===== src/rtl/fetch_issue_unit.sv =====
// Fetch/issue stage: owns the PC, issues fetched words or NOP bubbles into the ID register,
// and keeps the issued-instruction history used by the pre-decoder hazard checks.
module fetch_issue_unit #(
   parameter int ISIZE = 16,
   parameter int ASIZE = 8,
   parameter logic [ISIZE-1:0] NOP_INSTR = 16'h7000,
   parameter logic [ISIZE-1:0] HALT_INSTR = 16'hFFFF
) (
   input  logic             clk,
   input  logic             rst,
   output logic [ASIZE-1:0] imem_addr,
   input  logic [ISIZE-1:0] imem_rdata,
   output logic [ISIZE-1:0] Instr,
   input  logic             PC_En,
   input  logic             instr_sel,
   input  logic             hold,
   input  logic             redirect_valid,
   input  logic [ASIZE-1:0] redirect_pc,
   output logic [ISIZE-1:0] LastInstr,
   output logic [ISIZE-1:0] Last3Instr,
   output logic [ISIZE-1:0] id_instr,
   output logic [ASIZE-1:0] id_pc,
   output logic             id_valid,
   output logic             halted,
   output logic [15:0]      bubble_cnt
);

   typedef enum logic {RUN, HALTED} state_t;

   state_t           state_q, state_d;
   logic [ASIZE-1:0] pc_q, pc_d;
   logic [ASIZE-1:0] id_pc_q, id_pc_d;
   logic             id_valid_q, id_valid_d;
   logic [ISIZE-1:0] h1_q, h1_d;
   logic [ISIZE-1:0] h2_q, h2_d;
   logic [ISIZE-1:0] h3_q, h3_d;
   logic [15:0]      bubble_cnt_q, bubble_cnt_d;
   logic             issue_bubble;
   logic [ASIZE-1:0] pc_inc;

   assign pc_inc = pc_q + {{(ASIZE-1){1'b0}}, 1'b1};

   always_comb begin
      state_d      = state_q;
      pc_d         = pc_q;
      id_pc_d      = id_pc_q;
      id_valid_d   = id_valid_q;
      h1_d         = h1_q;
      h2_d         = h2_q;
      h3_d         = h3_q;
      bubble_cnt_d = bubble_cnt_q;
      issue_bubble = 1'b0;

      // A held edge is not an issue slot, so the history only shifts when not held.
      if (!hold) begin
         h3_d = h2_q;
         h2_d = h1_q;
         if (redirect_valid) begin
            pc_d         = redirect_pc;
            state_d      = RUN;
            issue_bubble = 1'b1;
         end else if (state_q == HALTED) begin
            issue_bubble = 1'b1;
         end else if (instr_sel) begin
            issue_bubble = 1'b1;
            if (PC_En) begin
               pc_d = pc_inc;
            end
         end else begin
            h1_d       = imem_rdata;
            id_valid_d = 1'b1;
            id_pc_d    = pc_q;
            if (imem_rdata == HALT_INSTR) begin
               state_d = HALTED;
            end else if (PC_En) begin
               pc_d = pc_inc;
            end
         end

         if (issue_bubble) begin
            h1_d       = NOP_INSTR;
            id_valid_d = 1'b0;
            id_pc_d    = pc_q;
            if (bubble_cnt_q != 16'hFFFF) begin
               bubble_cnt_d = bubble_cnt_q + 16'd1;
            end
         end
      end
   end

   always_ff @(posedge clk) begin
      if (rst) begin
         state_q      <= RUN;
         pc_q         <= '0;
         id_pc_q      <= '0;
         id_valid_q   <= 1'b0;
         h1_q         <= NOP_INSTR;
         h2_q         <= NOP_INSTR;
         h3_q         <= NOP_INSTR;
         bubble_cnt_q <= 16'd0;
      end else begin
         state_q      <= state_d;
         pc_q         <= pc_d;
         id_pc_q      <= id_pc_d;
         id_valid_q   <= id_valid_d;
         h1_q         <= h1_d;
         h2_q         <= h2_d;
         h3_q         <= h3_d;
         bubble_cnt_q <= bubble_cnt_d;
      end
   end

   assign imem_addr  = pc_q;
   assign Instr      = imem_rdata;
   assign id_instr   = h1_q;
   assign LastInstr  = h1_q;
   assign Last3Instr = h3_q;
   assign id_pc      = id_pc_q;
   assign id_valid   = id_valid_q;
   assign halted     = (state_q == HALTED);
   assign bubble_cnt = bubble_cnt_q;

endmodule


===== config.mk =====
export PLATFORM = sky130hd
export DESIGN_NAME = fetch_issue_unit
export DESIGN_NICKNAME = d
export VERILOG_FILES = /design/src/rtl/fetch_issue_unit.sv
export SDC_FILE = /design/constraint.sdc
export NUM_CORES = 1
export LEC_CHECK = 0
export ABC_AREA = 1
export CORE_AREA = 2 2 118 97
export DETAILED_ROUTE_END_ITERATION = 8
export DIE_AREA = 0 0 120 99
export SETUP_SLACK_MARGIN = 0.15
export SLEW_MARGIN = 20
export SYNTH_ARGS = -nofsm -noshare
export SYNTH_HDL_FRONTEND = slang
export SYNTH_SLANG_ARGS = --single-unit

===== constraint.sdc =====
create_clock -name clk -period 1.7 [get_ports clk]
set_input_delay 0.425 -clock clk [delete_from_list [all_inputs] [get_ports clk]]
set_output_delay 0.425 -clock clk [all_outputs]
set_load 0.005 [all_outputs]

==> results.tsv <==
metric	value	unit
number of remaining DRC errors	0	
final worst-path cycle share	88.7	%
I/O pins	128	
net count after synthesis	556	
largest vdd supply drop	0.000476	V
Storage cell area	1730	um^2
Via-to-Cell Ratio	4.71	
total power density per cell area	812	nW/um^2
cell count of the worst reg-to-reg path	10	
ratio of cells with drive above 1 in the final layout	22.1	%
terminus of the critical flop-to-flop path	bubble_cnt[1]	
combinational fraction of design power	14.2	%
clock share of power	41.3	%
half-perimeter wire length after placement	6990	um
max-cap violations	0	
largest fanout on the critical path	7	
fin. max-slew vios	0	
Final Hold Violating Endpoints	0	
number of DRC violations after detailed-routing iteration 0	189	
core area	10700	um^2
Min Clock Period, post-route	1510	ps
met2 global-route usage	28.7	%
Detail Route Antenna Nets	0	
worst min-delay path category	flop to flop	
worst-case setup slack after placement	-302	ps
GRT overflow	0	
clock network latency to the later pin of the worst-skew pair	330	ps
cell row count	34	
number of buffers inserted during clock tree synthesis	9	
Yosys warning count	0	
required time of the worst setup path	1920	ps
Cell Chain, Critical Path	ha_4 -> nand2_2 -> nor2_2 -> nand2_2 -> nor2_4 -> nor2_4 -> buf_6 -> buf_6 -> o21ai_1 -> nor2_1	
critical register-to-register path startpoint	bubble_cnt[1]	
final cell utilization of the core	53.2	%
register clock-pin slew on the reported worst setup and hold paths	60	ps
type of origin of the critical path	flop	
number of library cell types mapped by synthesis	28	
die outline area	11900	um^2
RePlAce Congestion	0.804	
worst hold path depth	2	
type of the worst setup path	flop to flop	
Multi-input gate area	1740	um^2
vertical die dimension	99	um
highest-utilization routing layer at the global route stage	met2	
hold_sp	h2_q[12]	
leak pwr	2.70	nW
met1 layer usage reported by global route	22.6	%
GR Util All Layers	17.4	%
final non-filler cell total	804	
switching fraction of total power	24.4	%
via total after detailed routing	3786	
status	finished clean	
Int Power	3.49	mW
clock sink total	82	
Worst-Margin Slew	414	ps
TritonCTS clock tree	done	
Largest stage delay, worst path	370	ps
number of synthesized register bits	82	
wire length of the first global-routing pass	16800	um
post-cts hold buffer count	0	
Syn Std Cell Area	3760	um^2
prevailing post-synth register cell	sky130_fd_sc_hd__dfxtp_1	
instance count after placement with tap cells included	766	
setup-violating endpoint count in the final report	0	
worst hold path endpoint	Last3Instr[12]	
Antenna diodes	0	
cell class contributing the biggest share of worst-path delay	simple AND/OR/NAND/NOR gates	
Seq/Total Area, Yosys	43.7	%
largest net degree at the start of global routing	47	
Final Routed Wirelength	10600	um
die span in x	120	um
arrival time of data at the critical path endpoint	1730	ps
clock skew after layout	5.22	ps
fmax	663	MHz
Filler Cell Count	1068	
Initial DRT Pass Iterations	5	
met3 demand-to-capacity share in global routing	5.56	%
sequential share of power	44.5	%
area delta synth->final	51.3	%
total power after layout	4.61	mW
CTS H-Tree Depth	3	
mean area per synthesized cell	7.17	um^2
number of enable flip-flop cells after synthesis	0	
average wire per standard cell	13.1	um
Starting Density	35.2	%
tightest slew margin relative to the limit	72.4	%
number of antenna violations at the first check in global routing	0	
buffering stage count on the worst path with inverters included	2	
P_sw	1.12	mW
clock buffer depth	2	
Fin Setup TNS	0	ps
Port Buffer Count	127	
RSZ-0062 raised after global routing	true	
reg-to-reg slack, setup	190	ps
number of global-route vias before repair	3472	
element type at the critical path end	flop	
post-route worst setup slack	193	ps
final net count	688	
CTS Root Cell	sky130_fd_sc_hd__clkbuf_16	
number of instances in the synthesized netlist	524	
fraction of registers with async set/reset	0	%
cell with the biggest individual delay on the critical path	sky130_fd_sc_hd__dfxtp_4	
==> layout by cell type, fill, tap and decap left out, types with 5 or more instances in the layout <==
cell	Yosys	layout
sky130_fd_sc_hd__a21oi_1	35	33
sky130_fd_sc_hd__buf_4	32	42
sky130_fd_sc_hd__buf_6	3	5
sky130_fd_sc_hd__clkbuf_16	0	10
sky130_fd_sc_hd__clkdlybuf4s15_2	0	8
sky130_fd_sc_hd__clkdlybuf4s50_1	0	11
sky130_fd_sc_hd__dfxtp_1	82	42
sky130_fd_sc_hd__dfxtp_2	0	26
sky130_fd_sc_hd__dfxtp_4	0	14
sky130_fd_sc_hd__dlygate4sd2_1	0	103
sky130_fd_sc_hd__inv_1	24	24
sky130_fd_sc_hd__nand2_1	118	111
sky130_fd_sc_hd__nand2_2	3	8
sky130_fd_sc_hd__nand3_1	25	25
sky130_fd_sc_hd__nand4_1	21	21
sky130_fd_sc_hd__nor2_1	92	86
sky130_fd_sc_hd__nor2_2	3	8
sky130_fd_sc_hd__o21ai_0	38	37
sky130_fd_sc_hd__xor2_1	5	5
==> routing by layer <==
metal | up-vias | share of wire [%]
met5 | - | 0
met4 | 0 | 0.30
met3 | 2 | 5.9
met2 | 121 | 47
met1 | 1736 | 47
li1 | 1927 | -
==> power by group through the flow <==
stage,Combinational [mW],Sequential [mW],Clock [mW]
CTS,0.619,2.05,1.95
global route,0.729,2.06,2.05
floorplan,0.306,2.11,0
detailed placement,0.658,2.11,0
finish,0.655,2.05,1.91
global placement,0.651,2.11,0
==> timing repair <==
item                       4_1_cts  5_1_grt
pin swaps                        1       11
gates resized for setup        186       33
setup endpoints to repair      122       34
cloned                           0        2
buffers inserted                14        7
==> layout make-up <==
class | count | share of cell area [%]
Multi-Input combinational cell | 358 | 30.7
Sequential cell | 82 | 30.4
Timing Repair Buffer | 179 | 28.8
Clock buffer | 10 | 4.21
Tap cell | 144 | 3.17
Inverter | 26 | 1.81
Clock inverter | 5 | 0.969
==> flip-flops by register name (all words and copies together) (netlist names) <==
signal and count:
halted 1, imem_addr 8, id_pc 8, h2_q 16, LastInstr 16, bubble_cnt 16
Last3Instr 16, id_valid 1
==> worst max-delay path by stage <==
| stage | startpoint | endpoint | slack, ps | depth (start not counted) |
|---|---|---|---|---|
| after floorplan | bubble_cnt[0] | bubble_cnt[1] | 260 | 9 |
| after global placement | imem_rdata[4] | imem_addr[0] | -230 | 10 |
| after detailed placement | imem_rdata[5] | imem_addr[6] | -300 | 10 |
| after CTS | imem_rdata[7] | Instr[7] | 70 | 2 |
| after global routing | bubble_cnt[1] | bubble_cnt[15] | 130 | 10 |
| final | bubble_cnt[1] | bubble_cnt[1] | 190 | 10 |
==> logic make-up after synthesis <==
family	share of synthesized area, %
flops	43.7
fa+ha+maj	0.666
xor+xnor	1.87
simple gates	30.3
mux	0.266
buf+inv	12.7
compound gates	10.6
==> per-stage QoR <==
stage,hold slack (ps),instance area (um^2)
6_report,463,5680
5_1_grt,497,5680
4_1_cts,469,5480
3_5_place_dp,460,5110
3_3_place_gp,436,5110
2_1_floorplan,429,3760
==> tightest hold or removal path: cells and delay by family, from the launching register on <==
kind / cells / cell delay [ps]
and+or+nand+nor: 2 / 100
DFF: 1 / 330
==> Yosys cell counts, drive strengths merged, types with 3 or more instances <==
cell type  number  area share, %
clkbuf         11            1.1
dfxtp          82             44
nand3          26            3.6
xor2            5            1.2
o21ai          39            5.2
o22ai           3           0.50
buf            48            8.9
nor2           98             11
xnor2           3           0.70
nand4          21            3.5
nand2         121             12
a21oi          35            4.7
inv            25            2.5
No activity file was read; power rests on OpenSTA's default activity.
